## src/rtl/cb_config_sequencer.sv

```systemverilog
// Connection-block configuration sequencer: turns accepted config words into
// setup / enable-pulse / hold write cycles toward the block's address decoder.
`default_nettype none

module cb_config_sequencer #(
  parameter int unsigned SETUP_CYC = 1,
  parameter int unsigned PULSE_CYC = 1,
  parameter int unsigned HOLD_CYC  = 1,
  parameter int unsigned NUM_MEMS  = 10
) (
  input  logic        prog_clk,
  input  logic        pReset_n,
  input  logic        cfg_valid,
  output logic        cfg_ready,
  input  logic [0:6]  cfg_addr,
  input  logic        cfg_data,
  input  logic        err_clr,
  output logic        enable,
  output logic [0:6]  address,
  output logic        data_in,
  output logic        busy,
  output logic        err,
  output logic [15:0] wr_count
);

  typedef enum logic [1:0] {
    IDLE  = 2'd0,
    SETUP = 2'd1,
    PULSE = 2'd2,
    HOLD  = 2'd3
  } state_e;

  // Counter reload values: a phase of N cycles counts N-1 down to 0.
  localparam logic [7:0] SETUP_LD   = 8'(SETUP_CYC - 1);
  localparam logic [7:0] PULSE_LD   = 8'(PULSE_CYC - 1);
  localparam logic [7:0] HOLD_LD    = 8'(HOLD_CYC - 1);
  localparam logic [4:0] NUM_MEMS_W = 5'(NUM_MEMS);

  state_e      state_q, state_d;
  logic [7:0]  cnt_q, cnt_d;
  logic        enable_q, enable_d;
  logic [0:6]  addr_q, addr_d;
  logic        data_q, data_d;
  logic        err_q, err_d;
  logic [15:0] wr_count_q, wr_count_d;
  logic        init_q;
  logic        accept;
  logic        dec_ok;

  // init_q keeps the sequencer not-ready until the first edge after reset.
  assign cfg_ready = init_q && (state_q == IDLE);
  assign busy      = ~cfg_ready;
  assign accept    = cfg_valid && cfg_ready;
  assign dec_ok    = ({1'b0, cfg_addr[3:6]} < NUM_MEMS_W);

  assign enable    = enable_q;
  assign address   = addr_q;
  assign data_in   = data_q;
  assign err       = err_q;
  assign wr_count  = wr_count_q;

  always_comb begin
    state_d    = state_q;
    cnt_d      = cnt_q;
    addr_d     = addr_q;
    data_d     = data_q;
    err_d      = err_q;
    wr_count_d = wr_count_q;
    if (err_clr) err_d = 1'b0;
    case (state_q)
      IDLE: begin
        if (accept) begin
          if (dec_ok) begin
            state_d = SETUP;
            cnt_d   = SETUP_LD;
            addr_d  = cfg_addr;
            data_d  = cfg_data;
          end else begin
            err_d = 1'b1;
          end
        end
      end
      SETUP: begin
        if (cnt_q == 8'd0) begin
          state_d = PULSE;
          cnt_d   = PULSE_LD;
        end else begin
          cnt_d = cnt_q - 8'd1;
        end
      end
      PULSE: begin
        if (cnt_q == 8'd0) begin
          state_d = HOLD;
          cnt_d   = HOLD_LD;
          if (wr_count_q != 16'hFFFF) wr_count_d = wr_count_q + 16'd1;
        end else begin
          cnt_d = cnt_q - 8'd1;
        end
      end
      HOLD: begin
        if (cnt_q == 8'd0) begin
          state_d = IDLE;
        end else begin
          cnt_d = cnt_q - 8'd1;
        end
      end
      default: state_d = IDLE;
    endcase
    // Registered strobe, decoded from the next state so it is a clean flop output.
    enable_d = (state_d == PULSE);
  end

  always_ff @(posedge prog_clk or negedge pReset_n) begin
    if (!pReset_n) begin
      state_q    <= IDLE;
      cnt_q      <= 8'd0;
      enable_q   <= 1'b0;
      addr_q     <= 7'b0;
      data_q     <= 1'b0;
      err_q      <= 1'b0;
      wr_count_q <= 16'd0;
      init_q     <= 1'b0;
    end else begin
      state_q    <= state_d;
      cnt_q      <= cnt_d;
      enable_q   <= enable_d;
      addr_q     <= addr_d;
      data_q     <= data_d;
      err_q      <= err_d;
      wr_count_q <= wr_count_d;
      init_q     <= 1'b1;
    end
  end

endmodule

`default_nettype wire

```

## config.mk

```make
export PLATFORM = sky130hd
export DESIGN_NAME = cb_config_sequencer
export DESIGN_NICKNAME = d
export VERILOG_FILES = /design/src/rtl/cb_config_sequencer.sv
export SDC_FILE = /design/constraint.sdc
export NUM_CORES = 1
export LEC_CHECK = 0
export ABC_CLOCK_PERIOD_IN_PS = 3430
export CORE_ASPECT_RATIO = 1.1
export CORE_UTILIZATION = 38
export CTS_CLUSTER_SIZE = 12
export DETAILED_ROUTE_END_ITERATION = 16
export PLACE_DENSITY_LB_ADDON = 0.15
export SLEW_MARGIN = 30
export SYNTH_ARGS = -nofsm -noshare
export SYNTH_HDL_FRONTEND = slang
export SYNTH_SLANG_ARGS = --single-unit
```

## constraint.sdc

```tcl
create_clock -name prog_clk -period 3.43 [get_ports prog_clk]
set_input_delay 1.029 -clock prog_clk [delete_from_list [all_inputs] [get_ports prog_clk]]
set_output_delay 1.029 -clock prog_clk [all_outputs]
set_load 0.01 [all_outputs]
```

# Word level (Yosys, flattened, before mapping)
# Index checks and enable logic that the tools add are counted.
# Widths: inputs -> output; s select.
[word_totals] n_memories=0 mem_bits_ro=0 wordCells=43 register_bits=37 ram_bits=0 input_bits=12 latchBits=0
[op_classes] bitwise_logic=1 n_reduce_logical=8 n_eq_ne=8 shifts=0 add_sub_neg=2 div_mod_pow=0 n_lt_le_gt_ge=1 mul=0 n_mux=15
[op_table] op="$mux 8" count=4
[op_table] op="$pmux 8 s3" count=1
[op_table] op="$add 16x1->16 const B" count=1
[op_table] op="$ne 16x16->1 const B" count=1
[op_table] op="$mux 2" count=5
[op_table] op="$reduce_and 3->1" count=3
[op_table] op="$logic_not 8->1" count=1
[op_table] op="$pmux 2 s4" count=1
[op_table] op="$sub 8x1->8 const B" count=1
[op_table] op="$eq 2x2->1 const B" count=3
[op_table] op="$ne 2x2->1 const B" count=3
[op_table] op="$lt 4x4->1 const B" count=1
[op_table] op="$mux 1" count=4
[op_table] op="$eq 2x1->1 const B" count=1
[op_table] op="$logic_and 1x1->1" count=2
[op_table] op="$logic_not 2->1" count=1
[op_table] op="$reduce_or 2->1" count=1
[op_table] op="$not 1->1" count=1

# Logic depth before layout (Yosys ltp)
# Gate-level depths: netlist of the first run.
[depth] word_depth=6 ltp_mapped=7 mapped_depth_nobuf=7

# Least setup slack after synthesis of the first run
# OpenSTA, ideal clock, no wires.
[synth_path] path_type="input-to-reg" start="input cfg_addr[4] (netlist name)" end="register cnt_q[7]" path_buffers=0 cell_stages=4 t_arrival_ps=1918 setup_ps=124 setup_slack_ps=1388 path_cell_list="o21ai_1 -> a31o_2 -> nand2_1 -> a211o_1"
[synth_via] elab_chain_len=3
[synth_lines] element="start: declaration" line="15" text="input logic [0:6] cfg_addr,"
[synth_lines] element="$lt 4x4->1" line="54" text="assign dec_ok = ({1'b0, cfg_addr[3:6]} < NUM_MEMS_W);"
[synth_lines] element="$ne 2x2->1 (no line)"
[synth_lines] element="$reduce_and 3->1 (no line)"
[synth_lines] element="end signal: assignment" line="125" text="cnt_q <= cnt_d;"
[synth_lines] element="end: declaration" line="40" text="logic [7:0] cnt_q, cnt_d;"
# No other way between the ends.
# A chain may end at the register's enable or synchronous reset.

# Worst setup path in the final report of the first run
[layout_path] start="register state_q[0]" end="output busy"
[layout_via] elab_chain_len=3
[layout_lines] element="start: declaration" line="39" text="state_e state_q, state_d;"
[layout_lines] element="start signal: assignment" line="124" text="state_q <= state_d;"
[layout_lines] element="$logic_not 2->1" line="51" text="assign cfg_ready = init_q && (state_q == IDLE);"
[layout_lines] element="$logic_and 1x1->1" line="51"
[layout_lines] element="$not 1->1" line="52" text="assign busy = ~cfg_ready;"
[layout_lines] element="end: declaration" line="21" text="output logic busy,"
# No other way between the ends.

==> out/summary.txt, run 1 <==
RSZ-0062 raised after global routing = no
Post-synth EDFFs = 0
Syn Std Cell Area = 0.00186 sq mm
Max-Cap Viols = 0
Cell count of the worst reg-to-reg path = 7
Crit path DAT = 1.82 ns
Hold_ws = 0.484 ns
Synth Warn # = 0
Worst R2R Start = cnt_q[0]
Iter 0 DRT Violations = 82
Die area = 0.00517 sq mm
VDD IR max = 0.325 mV
Syn_area_per_cell = 10.9 sq um
Die height = 75.3 um
Worst hold path cell count = 1
CTS tree = built
Fin crit share = 83.0%
Ys flop type = dfrtp_1
Post-route cell area = 0.00243 sq mm
Worst Path Required = 2.40 ns
Yosys cell types = 39
Largest net degree at the start of global routing = 38
I/O pins = 40
Clock Path Buffers = 2
Final GP Congestion = 0.774
Setup slack after layout = 0.584 ns
Synth Instances = 170
CP Capture Type = primary output
Worst-skew pair later-pin latency = 0.28 ns
Status = finished, final reports clean
Vias = 1,404
Seq/Total Area, Yosys = 49.8%
Syn_nets = 190
Wire per inst = 13.0 um
Synth async-reset ratio = 100%
Area Growth Syn to Fin = 30.8%
CTS root buf = clkbuf_8
Hold Crit Start = wr_count[15]
CP Class = reg -> out
Fmax = 0.351 GHz
Max_slew headroom = 46.5%
Number of antenna diodes = 0
CTS sink cnt = 37
Worst Tran Pin Value = 0.802 ns
Final HPWL DP = 2620 um
Num rows = 26
DRC viols = 0
Dpl ws = 0.795 ns
Worst Clk Skew = 0.0106 ns
Grt ovf = 0
Worst Setup Start Kind = flop
Initial Util = 39.7%
PwrDens = 708 mW/mm^2
Yosys reg bits = 37
Postcts setup bufs = 0
Fin. max-slew vios = 0
First-pass detailed-route iteration total = 4
Hold Vio Cnt, Final = 0
Vias/cell = 5.14
Post-DRT Antenna Nets = 0
Reg clk slew, reported paths = 0.08 ns
IO Port Bufs = 39
CTS H-tree depth = 2
Total wire length = 3560 um
Post-CTS Resized = 0
TritonCTS Buffers = 5
Worst Setup SP = state_q[0]
Layout Nets = 236
Leak = 1.06 nW
GRT Total Usage = 15.6%
Die Wd = 68.7 um
Post-DP Area = 0.00231 sq mm
Setup violators final = 0
Maximum fanout along the worst path = 4
Vias in the first global route = 1,324
First-pass GRT wire length = 5850 um
Hold Crit Class = reg -> reg
Fin crit period = 2.85 ns
Hold Buf Count CTS = 0
Initial antenna violation count = 0
Layout cells sized above 1 = 12.0%
Core box area = 0.00468 sq mm
Setup_tns = 0 ns
[cells in the final DEF (no fill, tap or decap), types with 2 or more instances in the layout]
cell type	instances
clkdlybuf4s50_1	38
dfrtp_1	37
nand2_1	14
nor2_1	14
xor2_1	12
nand3_1	11
inv_1	9
mux2_2	8
ha_1	8
xnor2_1	7
clkbuf_8	6
a21oi_1	5
nand4_1	5
o21ai_0	4
and3_1	3
nor3_2	3
a31oi_1	2
nand4b_1	2
o21a_1	2
and4_1	2
nor3_1	2
[state kept, by name (all words and copies together) (netlist names)]
register and count:
err 1, enable 1, address 7, state_q 2, wr_count 16, cnt_q 8, init_q 1, data_in 1
[critical path: stages (launching register included)]
cell,delay [ns]
dfrtp_1,0.41
inv_1,0.12
ha_1,0.25
and2_1,0.18
inv_1,0.06
clkdlybuf4s50_1,0.52
[routing by layer]
layer	vias up	share of wire [%]	track usage, %
met4	0	1.6	7.87
met1	673	46	19.1
li1	691	-	-
met3	6	3.7	4.49
met2	34	49	25.1
met5	-	0	0
[synth_stat cells, types with 2 or more instances]
cell type   n  area (sq um)
nand4b_1    2          17.5
dfrtp_1    37           926
and4_1      2          17.5
ha_1        8           100
and3_1      3          18.8
nor3_2      3          30.0
nand4_1     5          31.3
nand3_1    11          55.1
nand2_1    14          52.6
a31oi_1     2          12.5
nor3_1      2          10.0
o21a_1      2          15.0
a21oi_1     5          25.0
nor2_1     14          52.6
o21ai_0     4          20.0
mux2_2      8          90.1
xor2_1     12           105
inv_1       9          33.8
xnor2_1     7          61.3
[logic make-up (layout without fill, tap and decap cells)]
logic type	count (synthesis)	in the layout	share of synthesized area, %
muxes	8	8	4.85
xor gates and xnor gates	19	19	8.96
adders and majority gates	8	8	5.39
and+or+nand+nor	65	65	19.8
other	1	1	0.202
DFF	37	37	49.8
buffers and inverters	9	56	1.82
AOI/OAI and AO/OA	23	23	9.16
[power breakdown]
part	internal [mW]	switching, mW	leakage, nW
Sequential	0.550	0.101	0.484
Combinational	0.350	0.336	0.518
Clock	0.237	0.146	0.0585
Total	1.14	0.583	1.06
[layout make-up]
cell class,count,area (sq um)
clock buffers,7,86.3
clock inverters,1,30.0
fillers,434,2250
inverters,9,33.8
multi-input cells,124,898
flip-flops and latches,37,926
well taps,56,70.1
repair buffers,39,385
[path summary, 6_finish.rpt]
path / end / slack, ns
max reg2reg: cnt_q[7] / 1.24
max in group asynchronous: address[2] / 2.09
min in group asynchronous: wr_count[8] / 0.83
min reg2reg: wr_count[15] / 0.48
min: wr_count[15] / 0.48
max: busy / 0.58
[per-stage QoR]
| stage | std cells | utilization [%] | power (mW) |
|---|---|---|---|
| 3_3_place_gp | 265 | 49.4 | 1.32 |
| 5_1_grt | 273 | 51.9 | 1.84 |
| 3_5_place_dp | 265 | 49.4 | 1.34 |
| 4_1_cts | 273 | 51.9 | 1.74 |
| 2_1_floorplan | 170 | - | 1.07 |
| 6_report | 273 | 51.9 | 1.72 |
Power figures use the tool's default switching activity.
==> inputs of run 2 (changes only) <==
Settings changed: ABC_CLOCK_PERIOD_IN_PS 3430 to 2900.
Clock period 3.43 ns to 2.9 ns, I/O delays scaled along.
==> results of run 2 <==
Same layout as run 1 (identical final DEF). Status: finished, final reports clean.
Main changes from that run: setup slack after placement 0.795 ns -> 0.424 ns; setup slack after layout 0.584 ns -> 0.213 ns; register-to-register setup slack 1.24 ns -> 0.71 ns; total power 1.72 mW -> 2.03 mW; worst IR drop on VDD 0.325 mV -> 0.384 mV
